===== config.mk =====
export PLATFORM = sky130hd
export DESIGN_NAME = ir_load_ctrl
export DESIGN_NICKNAME = d
export VERILOG_FILES = /design/src/rtl/ir_load_ctrl.sv
export SDC_FILE = /design/constraint.sdc
export NUM_CORES = 1
export LEC_CHECK = 0
export CORE_MARGIN = 2
export CORE_UTILIZATION = 45
export CTS_BUF_LIST = sky130_fd_sc_hd__clkbuf_4 sky130_fd_sc_hd__clkbuf_8 sky130_fd_sc_hd__clkbuf_16
export DETAILED_ROUTE_END_ITERATION = 8
export GPL_ROUTABILITY_DRIVEN = 0
export GPL_TIMING_DRIVEN = 0
export PLACE_DENSITY = 0.89
export SETUP_SLACK_MARGIN = 0.05
export SLEW_MARGIN = 40
export SYNTH_ARGS = -nofsm -noshare
export SYNTH_HDL_FRONTEND = slang
export SYNTH_SLANG_ARGS = --single-unit

===== constraint.sdc =====
create_clock -name clk -period 2.32 [get_ports clk]
set_clock_uncertainty 0.05 [all_clocks]
set_input_delay 0.232 -clock clk [delete_from_list [all_inputs] [get_ports clk]]
set_output_delay 0.232 -clock clk [all_outputs]
set_load 0.005 [all_outputs]

===== src/rtl/ir_load_ctrl.sv =====
// ----------------------------------------------------------------------------
// ir_load_ctrl
//
// Sequencer for the instruction register file (regfile_ir).
// After reset or a load request it copies 2**IR_ADDR_WIDTH consecutive words
// from instruction memory into regfile_ir, one memory read and one regfile
// write per entry. It then enters WORK and serves pipelined instruction
// fetches out of regfile_ir.
//
// This block is the only driver of regfile_ir's inputs. The regfile
// registers its address and store inputs, and presents rf_data_out
// combinationally from its registered address.
//
// Ports
//   clk               clock, rising edge
//   rst_n             synchronous, active-low reset
//   start             load request pulse (honoured in IDLE and WORK)
//   base_addr         first memory word to load, sampled with start
//   mem_req/mem_addr  memory read request; held until mem_ack
//   mem_ack/mem_rdata read completion; data valid with the ack
//   rf_mode           regfile write enable (registered)
//   rf_address        regfile address (registered)
//   rf_data_in        regfile write data (registered)
//   rf_data_out       regfile read data
//   fetch_valid       fetch request
//   fetch_addr        fetch entry index
//   fetch_ready       fetch can be accepted this cycle
//   fetch_data        fetched instruction (registered)
//   fetch_data_valid  one-cycle strobe per accepted fetch
//   init_finished     regfile is loaded and fetches are served
//   busy              a load is in progress
// ----------------------------------------------------------------------------
module ir_load_ctrl #(
    parameter int IRR_WIDTH      = 32,
    parameter int IR_ADDR_WIDTH  = 4,
    parameter int MEM_ADDR_WIDTH = 16
) (
    input  logic                      clk,
    input  logic                      rst_n,
    input  logic                      start,
    input  logic [MEM_ADDR_WIDTH-1:0] base_addr,
    output logic                      mem_req,
    output logic [MEM_ADDR_WIDTH-1:0] mem_addr,
    input  logic                      mem_ack,
    input  logic [IRR_WIDTH-1:0]      mem_rdata,
    output logic                      rf_mode,
    output logic [IR_ADDR_WIDTH-1:0]  rf_address,
    output logic [IRR_WIDTH-1:0]      rf_data_in,
    input  logic [IRR_WIDTH-1:0]      rf_data_out,
    input  logic                      fetch_valid,
    input  logic [IR_ADDR_WIDTH-1:0]  fetch_addr,
    output logic                      fetch_ready,
    output logic [IRR_WIDTH-1:0]      fetch_data,
    output logic                      fetch_data_valid,
    output logic                      init_finished,
    output logic                      busy
);

    typedef enum logic [2:0] {
        IDLE     = 3'd0,
        LOAD_REQ = 3'd1,
        LOAD_WR  = 3'd2,
        DRAIN    = 3'd3,
        WORK     = 3'd4
    } state_t;

    localparam logic [IR_ADDR_WIDTH-1:0] IDX_LAST = '1;

    state_t                      state_reg, state_next;
    logic [MEM_ADDR_WIDTH-1:0]   addr_reg, addr_next;
    logic [IR_ADDR_WIDTH-1:0]    idx_reg, idx_next;
    logic [IRR_WIDTH-1:0]        data_reg, data_next;
    // DRAIN lasts two cycles: the regfile's input register and its store
    // stage each need one edge to retire the final write.
    logic                        drain_cnt_reg, drain_cnt_next;

    logic                        rf_mode_reg, rf_mode_next;
    logic [IR_ADDR_WIDTH-1:0]    rf_address_reg, rf_address_next;
    logic [IRR_WIDTH-1:0]        rf_data_in_reg, rf_data_in_next;

    // Fetch pipeline: v1 = address on rf_address, v2 = address captured by
    // the regfile (rf_data_out now valid), then fetch_data is registered.
    logic                        fetch_accept;
    logic                        fetch_v1_reg;
    logic                        fetch_v2_reg;
    logic [IRR_WIDTH-1:0]        fetch_data_reg;
    logic                        fetch_data_valid_reg;

    logic [MEM_ADDR_WIDTH-1:0]   mem_addr_sum;

    // Address wraps modulo 2**MEM_ADDR_WIDTH by truncation.
    assign mem_addr_sum = addr_reg + MEM_ADDR_WIDTH'(idx_reg);

    // ------------------------------------------------------------------
    // Next-state and datapath decode
    // ------------------------------------------------------------------
    always_comb begin
        state_next      = state_reg;
        addr_next       = addr_reg;
        idx_next        = idx_reg;
        data_next       = data_reg;
        drain_cnt_next  = drain_cnt_reg;
        rf_mode_next    = 1'b0;
        rf_address_next = rf_address_reg;
        rf_data_in_next = rf_data_in_reg;
        fetch_accept    = 1'b0;

        case (state_reg)
            IDLE: begin
                if (start) begin
                    addr_next  = base_addr;
                    idx_next   = '0;
                    state_next = LOAD_REQ;
                end
            end

            LOAD_REQ: begin
                if (mem_ack) begin
                    data_next  = mem_rdata;
                    state_next = LOAD_WR;
                end
            end

            LOAD_WR: begin
                rf_mode_next    = 1'b1;
                rf_address_next = idx_reg;
                rf_data_in_next = data_reg;
                if (idx_reg == IDX_LAST) begin
                    drain_cnt_next = 1'b0;
                    state_next     = DRAIN;
                end else begin
                    idx_next   = idx_reg + 1'b1;
                    state_next = LOAD_REQ;
                end
            end

            DRAIN: begin
                if (drain_cnt_reg) begin
                    state_next = WORK;
                end else begin
                    drain_cnt_next = 1'b1;
                end
            end

            WORK: begin
                // A load request takes priority; fetch_ready is low while
                // start is high, so no fetch is accepted in that cycle.
                if (start) begin
                    addr_next  = base_addr;
                    idx_next   = '0;
                    state_next = LOAD_REQ;
                end else if (fetch_valid) begin
                    fetch_accept    = 1'b1;
                    rf_address_next = fetch_addr;
                end
            end

            default: begin
                state_next = IDLE;
            end
        endcase
    end

    // ------------------------------------------------------------------
    // State and output registers
    // ------------------------------------------------------------------
    always_ff @(posedge clk) begin
        if (!rst_n) begin
            state_reg            <= IDLE;
            addr_reg             <= '0;
            idx_reg              <= '0;
            data_reg             <= '0;
            drain_cnt_reg        <= 1'b0;
            rf_mode_reg          <= 1'b0;
            rf_address_reg       <= '0;
            rf_data_in_reg       <= '0;
            fetch_v1_reg         <= 1'b0;
            fetch_v2_reg         <= 1'b0;
            fetch_data_reg       <= '0;
            fetch_data_valid_reg <= 1'b0;
        end else begin
            state_reg            <= state_next;
            addr_reg             <= addr_next;
            idx_reg              <= idx_next;
            data_reg             <= data_next;
            drain_cnt_reg        <= drain_cnt_next;
            rf_mode_reg          <= rf_mode_next;
            rf_address_reg       <= rf_address_next;
            rf_data_in_reg       <= rf_data_in_next;
            // In-flight fetches complete regardless of a reload starting.
            fetch_v1_reg         <= fetch_accept;
            fetch_v2_reg         <= fetch_v1_reg;
            fetch_data_valid_reg <= fetch_v2_reg;
            if (fetch_v2_reg) begin
                fetch_data_reg <= rf_data_out;
            end
        end
    end

    // ------------------------------------------------------------------
    // Outputs
    // ------------------------------------------------------------------
    assign mem_req          = (state_reg == LOAD_REQ);
    assign mem_addr         = mem_req ? mem_addr_sum : '0;
    assign rf_mode          = rf_mode_reg;
    assign rf_address       = rf_address_reg;
    assign rf_data_in       = rf_data_in_reg;
    assign fetch_ready      = (state_reg == WORK) && !start;
    assign fetch_data       = fetch_data_reg;
    assign fetch_data_valid = fetch_data_valid_reg;
    assign init_finished    = (state_reg == WORK);
    assign busy             = (state_reg == LOAD_REQ) || (state_reg == LOAD_WR) ||
                              (state_reg == DRAIN);

endmodule


# [Yosys cells after proc, flatten, opt, wreduce, memory -nomap -nowiden]
# Index checks and enable logic that the tools add are counted.
[word_totals] ff_bits=128 in_bits=89 out_inout_bits=90
[op_classes] addsub=2 eq_ne=12 mux=16 bitwise_logic=2 reduce_logical=16
[ops] cell="$add A16 B4 Y16" n=1
[ops] cell="$mux W16" n=1
[ops] cell="$mux W4" n=4
[ops] cell="$pmux W4 S2" n=2
[ops] cell="$pmux W3 S4" n=1
[ops] cell="$ne A2 B2 Y1 const B" n=5
[ops] cell="$mux W3" n=3
[ops] cell="$reduce_and A3 Y1" n=3
[ops] cell="$eq A3 B2 Y1 const B" n=2
[ops] cell="$reduce_and A2 Y1" n=3
[ops] cell="$reduce_bool A2 Y1" n=3
[ops] cell="$add A4 B1 Y4 const B" n=1
[ops] cell="$eq A4 B4 Y1 const B" n=1
[ops] cell="$ne A2 B1 Y1 const B" n=2
[ops] cell="$eq A3 B1 Y1 const B" n=1
[ops] cell="$eq A3 B3 Y1 const B" n=1
[ops] cell="$logic_not A3 Y1" n=1
[ops] cell="$mux W1" n=3
[ops] cell="$reduce_or A3 Y1" n=1
[ops] cell="$logic_or A1 B1 Y1" n=2
[ops] cell="$mux W2" n=1
[ops] cell="$not A1 Y1" n=2
[ops] cell="$pmux W1 S2" n=1
[ops] cell="$reduce_or A2 Y1" n=1
[ops] cell="other kinds (2)" n=2

# [Depth between registers and ports, before layout]
[depth] word_depth=4 ltp_mapped=7 ltp_nobuf=7

# [Worst setup path after synthesis]
# Ideal clock, no wire load.
[synth_path] path_type="reg-to-output" startpoint="register idx_reg[0]" endpoint="output mem_addr[6]" t_arrival_ns=1.794 slack_ns=0.244 stages_incl_launch_ff=8 path_buffers=0 path_cell_list="dfxtp_1 ha_1 inv_1 fa_1 nor2b_1 o21ai_1 a2111o_1 o21ai_1"
[synth_via] elab_chain_cells=2
[synth_lines] element="from (decl)" line="71" text="logic [IR_ADDR_WIDTH-1:0] idx_reg, idx_next;"
[synth_lines] element="from (signal assigned)" line="184" text="idx_reg <= idx_next;"
[synth_lines] element="$add A16 B4 Y16" line="92" text="assign mem_addr_sum = addr_reg + MEM_ADDR_WIDTH'(idx_reg);"
[synth_lines] element="$mux W16" line="204" text="assign mem_addr = mem_req ? mem_addr_sum : '0;"
[synth_lines] element="to (decl)" line="43" text="output logic [MEM_ADDR_WIDTH-1:0] mem_addr,"
# No other way between the ends.

# [Worst setup path after layout]
[layout_path] startpoint="register addr_reg[0]" endpoint="output mem_addr[10]"
[layout_via] elab_chain_cells=2
[layout_lines] element="from (decl)" line="70" text="logic [MEM_ADDR_WIDTH-1:0] addr_reg, addr_next;"
[layout_lines] element="from (signal assigned)" line="183" text="addr_reg <= addr_next;"
[layout_lines] element="$add A16 B4 Y16" line="92"
[layout_lines] element="$mux W16" line="204"
# No other way between the ends.

==> results.ini <==
[clock_tree]
clockBufferDepth=2
clk_latency_ns=0.39
cts_tree=done
hold_buffers=0
path_clk_slew_ns=0.06
htreeDepth=4
cts_made_buffers=17
root_buffer=clkbuf_16
clock_sinks=128

[timing]
tightest_slew_ns=0.599
fin_ws_ns=-0.0994
slew_viol_final=0
finalHoldViolations=0
grt_setup_unrepaired=yes
hold_slack_ns=0.326
setup_viol=12
period_needed_ns=2.42
timing.final.crit_share_pct=104
timing.slew.headroom_pct=60.1
fmax_mhz=413

[finish]
nFillCells=814
mostFrequentLayoutCells=nand2_1, clkdlybuf4s50_1, dfxtp_1
fin_area_um2=7950
multi_input_area_um2=2500
drive_gt1_share_pct=15.9
layout_commonest_cell=nand2_1
area_growth_pct=55.2
nNetsFinal=927
layout.area.seq_um2=2580
num_antenna_cells=0

[placement]
place_area_um2=7080
dpl.hpwl_um=9830
io_buffers=178

[setup_path]
worstPathArrival_ns=2.14
critPathMaxFanout=5
crit_slowest_cell=fa_2
end_kind=output port
reg2reg_depth=7
startpoint_type=flop
required_ns=2.04
rr_endpoint=data_reg[11]
cp_top_family=adder cells
timing.rr.start=state_reg[0]
rrSetupSlack_ns=0.54
critPathKind=flop to output port
crit_chain=ha_4, inv_2, fa_2, nor2b_4, o21ai_4, buf_6, a21oi_2, mux2i_1, buf_2
max_stage_delay_ns=0.36
critical_path_buf_inv_count=3

[power_and_ir_drop]
power.leakage_uw=0.00283
power_uw=5270
power_density_nw_per_um2=663
peakVddDrop_uv=467

[floorplan]
die_y_um=111
rows=38
initial_core_util_pct=46.7
die_x_um=111
io_pins=179
core_um2=11000
dieArea_um2=12300

[global_route]
overflow=0
grt_max_degree=17
grt.total_usage_pct=24.0
antenna_found_initial=0
grt_pass1_wl_um=24100
grt_pass1_vias=4884

[route]
postRouteAntennaNets=0
drtPass1Iterations=5
via_count=4978
routedWlPerCell_um=14.8
initialDrtViolationCount=231
routed_wl_um=14600
routed_via_density=5.05
drc=0

[hold_path]
hold_path_end=data_reg[5]
min_path_cells=3
min_from=mem_rdata[5]
hp-class=input port to flop

[flow_run]
cap_violations=0

[outcome]
status=finished, violations left
violations=setup timing

[yosys]
async_reset_ff_share_pct=0
yosys_most_used_dff=dfxtp_1
yosys-top-cells-area=dfxtp_1, nand2_1, a21oi_1, mux2i_1, nor2_1
yosysWarningCount=0
synth_seq_cells=128
synth_top_area_cell=dfxtp_1
synthDistinctLibCells=47
ys_seq_area_share_pct=50.0
avgSynthCellArea_um2=8.29
syn_area_um2=5120
postSynthCellCount=618
synth_nets=713
synth_edf_count=0
synth_top_area_share_pct=50.0

layout make-up:
class / instances / area share, %
Clock inverter: 13 / 1.45
Buffer: 40 / 2.72
Tap cell: 140 / 2.20
Clock buffer: 19 / 5.70
Inverter: 9 / 0.472
Multi-Input combinational cell: 440 / 31.5
Timing Repair Buffer: 196 / 23.6
Sequential cell: 128 / 32.5
worst max path at each step:
stage                     slack, ns        start            to  cells after the start
after floorplan                0.24   idx_reg[0]   mem_addr[6]                      7
after global placement        -0.46   idx_reg[0]   mem_addr[8]                      8
after detailed placement      -0.48   idx_reg[0]   mem_addr[8]                      8
after CTS                     -0.17   idx_reg[0]   mem_addr[8]                      9
after global routing          -0.20  addr_reg[0]   mem_addr[8]                      9
final                          -0.1  addr_reg[0]  mem_addr[10]                      9
cell usage after synthesis, drive strengths merged (2+ instances only):
cell,number
inv,8
nor2,47
nand2b,6
or3b,2
nand2,172
nand3,7
nand4,3
and2,4
or3,5
nor2b,5
nor3,4
buf,23
a41oi,2
a211oi,6
ha,5
dfxtp,128
o21ai,14
a21oi,100
mux2i,40
clkbuf,18
a21o,2
and4,2
power by group:
part           leakage [µW]  internal [µW]  total [µW]  switching, µW
Combinational       0.00151            248         474            226
Clock              0.000278           1460        2510           1050
Sequential          0.00104           2250        2290           39.4
Total               0.00283           3950        5270           1320
metrics by stage:
stage	setup TNS (ns)	utilization [%]	worst slack (ns)	instances
2_1_floorplan	0	-	0.244	618
3_3_place_gp	-3.62	64.5	-0.460	936
3_5_place_dp	-3.89	64.5	-0.482	936
4_1_cts	-0.870	71.7	-0.166	982
5_1_grt	-1.71	72.4	-0.205	985
6_report	-0.657	72.4	-0.0994	985
cell families (layout without fill, tap and decap cells):
kind of cell | Yosys count | after routing | share of synthesized area, %
multiplexers | 40 | 40 | 7.81
AND/OR/NAND/NOR | 264 | 264 | 22.3
adder cells (fa/ha/maj) | 6 | 6 | 1.61
buffers and inverters | 50 | 277 | 4.59
AO/OA/AOI/OAI | 130 | 130 | 13.6
flip-flops | 128 | 128 | 50.0
routing by layer:
| layer | routed length [µm] | up-vias | track usage (%) |
|---|---|---|---|
| met2 | 7230 | 183 | 40.1 |
| met3 | 1020 | 16 | 7.16 |
| met1 | 6180 | 2269 | 30.3 |
| met5 | 0 | - | 0 |
| met4 | 174 | 0 | 6.08 |
| li1 | - | 2510 | - |
what timing repair did:
action / CTS / global route
resized for setup: 104 / 22
pin swaps: 21 / 11
gates cloned: 1 / 0
setup buffers: 14 / 6
endpoints found under the setup margin: 18 / 16
worst min-delay path, cell delays in order:
cell and delay (ns):
clkdlybuf4s50_1 0.39, nand2_1 0.05, a21oi_1 0.05
Power figures use the tool's default switching activity.
==> RTL change 1, RTL diff (same settings) <==
The parameter `IRR_WIDTH` goes from 32 to 64.
--- a/src/rtl/ir_load_ctrl.sv
+++ b/src/rtl/ir_load_ctrl.sv
@@ -33,3 +33,3 @@
 module ir_load_ctrl #(
-    parameter int IRR_WIDTH      = 32,
+    parameter int IRR_WIDTH      = 64,
     parameter int IR_ADDR_WIDTH  = 4,
Interface: changed (resized fetch_data, mem_rdata, rf_data_in and rf_data_out); port bits go from 179 to 307. The function was not compared with the original's and may differ.
==> RTL change 1 against the unedited design <==
- the run still ends with negative setup slack left
- area after synthesis rose by 64%
- largest cell class unchanged
- sequential power rose by 75%
- largest power group unchanged
- worst setup slack got worse by 390 ps
- wire length rose by 90%
- critical path type unchanged
- sequential share of layout area rose by 2.2 points
- sequential cell count rose by 96
- non-clock buffer count rose by 164
- total power rose by 74%
- cell area rose by 63%
- global-route usage rose by 2.9 points
- final cell count rose by 62%
- combinational power rose by 85%
==> RTL change 1: results <==
export IMPL_status="complete, but fails checks"
export IMPL_violations="negative setup slack"
export IMPL_vdd_drop_max_mv=0.5895
export IMPL_timing_final_ws_setup_ps=-489.8
export IMPL_p_leak_nw=4.543
export IMPL_final_instance_count_excl_fill=1598
export IMPL_clock_latency_ps=510
export IMPL_numPlacedInstances=1528
export IMPL_tns_ps=-3545
export IMPL_startpoint="idx_reg[0]"
export IMPL_ys_seq_area_share_pct=53.52
export IMPL_grt_pass1_vias=8078
export IMPL_drive_above_1_share_pct=10.66
export IMPL_synthCells=993
export IMPL_synthDistinctLibCells=41
export IMPL_placed_area_um2=11740
export IMPL_routed_via_density=5.211
export IMPL_setup_viol=12
export IMPL_track_usage_pct=26.89
export IMPL_reg2reg_from="state_reg[2]"
export IMPL_syn_nets=1152
export IMPL_first_iter_violations=493
export IMPL_cts_buffers=24
export IMPL_rrSetupSlack_ps=230
export IMPL_dpl_hpwl_um=19480
export IMPL_clockBufferDepth=3
export IMPL_port_buffers=306
export IMPL_grt_start_max_net_pins=15
export IMPL_routedWlPerCell_um=17.40
export IMPL_cts_max_level=1
## RTL change 1: final cells by class
class	instances	area, um2
Multi-Input combinational cell	692	3687
Fill cell	1273	5097
Inverter	10	42.54
Sequential cell	224	4504
Clock buffer	32	703.2
Buffer	67	354.1
Timing Repair Buffer	333	3218
Clock inverter	11	192.7
Tap cell	229	286.5
## RTL change 1: worst paths after layout
path / to / cells after the start
hold / removal: addr_reg[0] / 3
setup reg to reg: data_reg[2] / 8
hold reg to reg: fetch_v2_reg / 1
setup / recovery: mem_addr[12] / 8
## RTL change 1: per-stage QoR
step	worst slack [ps]	hold WS [ps]
6_report	-489.8	207.3
3_5_place_dp	-684.6	368.3
5_1_grt	-557.8	216.6
3_3_place_gp	-664.0	364.4
4_1_cts	-580.3	191.6
2_1_floorplan	52.49	303.7
## RTL change 1: timing repair
action,CTS,global route
pin swaps,21,20
cloned,1,0
buffers inserted,18,10
resized for setup,90,25
setup endpoints to repair,19,15
## RTL change 1: where the power goes
group	total, W	internal [W]	leakage, nW	switching [W]
clock	0.00428	0.00269	0.443	0.00159
sequential	0.00401	0.00394	1.81	0.0000664
combinational	0.000879	0.000438	2.29	0.000441
total	0.00916	0.00707	4.54	0.00209
## RTL change 1: routing by layer
metal  global-route usage [%]  routed length [um]  share of wire [%]  vias to the layer above
li1                         -                   -                  -                     4005
met1                    30.58               10420                 37                     3848
met2                    49.05               13980                 50                      396
met3                    7.658                2420                8.7                       78
met4                    7.947                 971                3.5                        0
met5                        0                   0                  0                        -
## RTL change 1: critical path, stage by stage, from the launching register on
cell	delay [ps]
dfxtp_4	360
ha_4	140
inv_2	40
fa_2	340
nand2b_4	180
a211o_1	300
or4_1	400
o21ai_1	110
buf_2	140
## RTL change 1: cell families after synthesis
logic type                 Yosys count  share of synthesized area [%]
AOI/OAI and AO/OA                  195                          12.51
xor gates and xnor gates             5                         0.5226
adders and majority gates            6                         0.9855
buffers and inverters               77                          4.390
DFF                                224                          53.52
muxes                               67                          8.004
and+or+nand+nor                    419                          20.07
==> RTL change 2, RTL diff (same settings) <==
Without the edit above. Re-encode `state_t` (5 states) as Gray code, 3 bits wide.
--- a/src/rtl/ir_load_ctrl.sv
+++ b/src/rtl/ir_load_ctrl.sv
@@ -59,7 +59,7 @@
     typedef enum logic [2:0] {
-        IDLE     = 3'd0,
-        LOAD_REQ = 3'd1,
-        LOAD_WR  = 3'd2,
-        DRAIN    = 3'd3,
-        WORK     = 3'd4
+        IDLE     = 3'b000,
+        LOAD_REQ = 3'b001,
+        LOAD_WR  = 3'b011,
+        DRAIN    = 3'b010,
+        WORK     = 3'b110
     } state_t;
Behaviour: no difference found for any inputs over 10 cycles, from zero or initial values and one cycle with rst_n low; not proved beyond that.
==> RTL change 2 against the unedited design <==
- the run still ends with negative setup slack left
- sequential share of layout area shrank 2.1 points
- cell area grew 7.1%
- worst setup slack lost 180 ps
- sequential cell count is the same
- wire length grew 7.6%
- area after synthesis grew 6.9%
- die area grew 6.7%
- total power grew 15%
==> RTL change 2: results <==
export IMPL_p_leak_nw=3.154
export IMPL_clockBufferDepth=2
export IMPL_timing_final_ws_setup_ps=-280.3
export IMPL_fin_nets=912
export IMPL_crit_fanout=5
export IMPL_reg2reg_from="state_reg[0]"
export IMPL_drive_above_1_share_pct=18.07
export IMPL_worstMarginPinSlew_ps=562.1
export IMPL_critPathMaxStageDelay_ps=410
export IMPL_clock_latency_ps=410
export IMPL_drv_cap=0
export IMPL_vdd_drop_max_mv=0.4551
export IMPL_status="complete, but fails checks"
export IMPL_num_antenna_cells=0
export IMPL_firstDrtPassIters=7
export IMPL_fill_cells=884
export IMPL_ys_seq_area_share_pct=46.78
export IMPL_cp_top_family="simple AND/OR/NAND/NOR gates"
export IMPL_setup_viol=12
export IMPL_syn_nets=692
export IMPL_startpoint="idx_reg[3]"
export IMPL_grt_pass1_wl_um=24470
export IMPL_critPathArrivalTime_ps=2320
export IMPL_placed_area_um2=7433
export IMPL_first_iter_violations=382
export IMPL_cts_root_buf="clkbuf_16"
export IMPL_synthDistinctLibCells=54
export IMPL_antenna_found_initial=0
export IMPL_dpl_hpwl_um=10020
export IMPL_tns_ps=-2354
export IMPL_yosys_top_cells_area="dfxtp_1 47%, mux2i_1 9.5%, nand2_1 8.8%"
export IMPL_dp_slack_ps=-492.9
export IMPL_port_buffers=177
export IMPL_vias=4987
export IMPL_cts_buffers=17
export IMPL_grt_start_max_net_pins=17
export IMPL_track_usage_pct=23.81
export IMPL_hold_class="input pin to register"
export IMPL_ys_warn_count=0
export IMPL_wirelength_um=15710
export IMPL_cp_slowest_cell="or4_4"
export IMPL_drtAntennaViolNets=0
export IMPL_path_clk_slew_ps=50
export IMPL_worstHoldStart="rst_n"
export IMPL_async_flop_share_pct=0
export IMPL_synth_common_cells="129 x nand2_1, 128 x dfxtp_1, 52 x mux2i_1"
export IMPL_cts_max_level=4
export IMPL_violations="negative setup slack"
[RTL change 2: cell count changes in the layout (fill, tap and decap cells not counted), sizes merged, moves of 6 or more]
cell    delta
a21oi     -87
mux2i     +12
nor2      -31
clkbuf    +12
nand2     -33
nor2b     +44
bufinv     +6
a21boi    +63
[RTL change 2: final timing paths]
kind,end,slack (ps),cells after the start
worst max-delay path,mem_addr[13],-280,8
worst min-delay path,data_reg[12],200,2
worst max register to register,idx_reg[2],420,6
worst min register to register,fetch_v2_reg,380,1
[RTL change 2: final cells by class]
class	count	area, um2	area share, %
multi-input combinational	418	2855	33.52
sequential	128	2586	30.36
timing repair buffer	201	1906	22.37
clock buffer	24	515.5	6.052
buffer	39	225.2	2.644
clock inverter	8	196.4	2.306
tap	147	183.9	2.159
inverter	12	50.05	0.5875
[RTL change 2: cells by family after synthesis]
kind of cell,after synthesis,synth area share [%]
AND/OR/NAND/NOR,244,21.56
buffers and inverters,51,4.545
XOR/XNOR,7,1.119
flip-flops,128,46.78
AO/OA/AOI/OAI,109,14.98
adder cells (fa/ha/maj),6,1.508
multiplexers,52,9.502
[RTL change 2: stage by stage]
stage                     instances  utilization [%]
after global routing            977            71.21
after global placement          921            62.14
after floorplan                 597                -
after detailed placement        921            62.14
final                           977            71.21
after CTS                       970            69.92
[RTL change 2: layer usage]
metal | track usage (%) | vias up | share of wire, %
met1 | 26.88 | 2331 | 41
met2 | 42.42 | 196 | 50
met3 | 7.094 | 25 | 7.5
met4 | 8.780 | 0 | 1.5
li1 | - | 2435 | -
met5 | 0 | - | 0
[RTL change 2: timing repair]
item,in CTS,in global routing
buffers inserted,16,7
hold buffers,0,0
endpoints found under the setup margin,16,15
gates resized for setup,94,29
cloned,1,0
pin swaps,23,13
[RTL change 2: report_power, final]
group          internal, W  switching, W
clock              0.00220      0.000946
combinational     0.000335      0.000267
sequential         0.00226     0.0000516
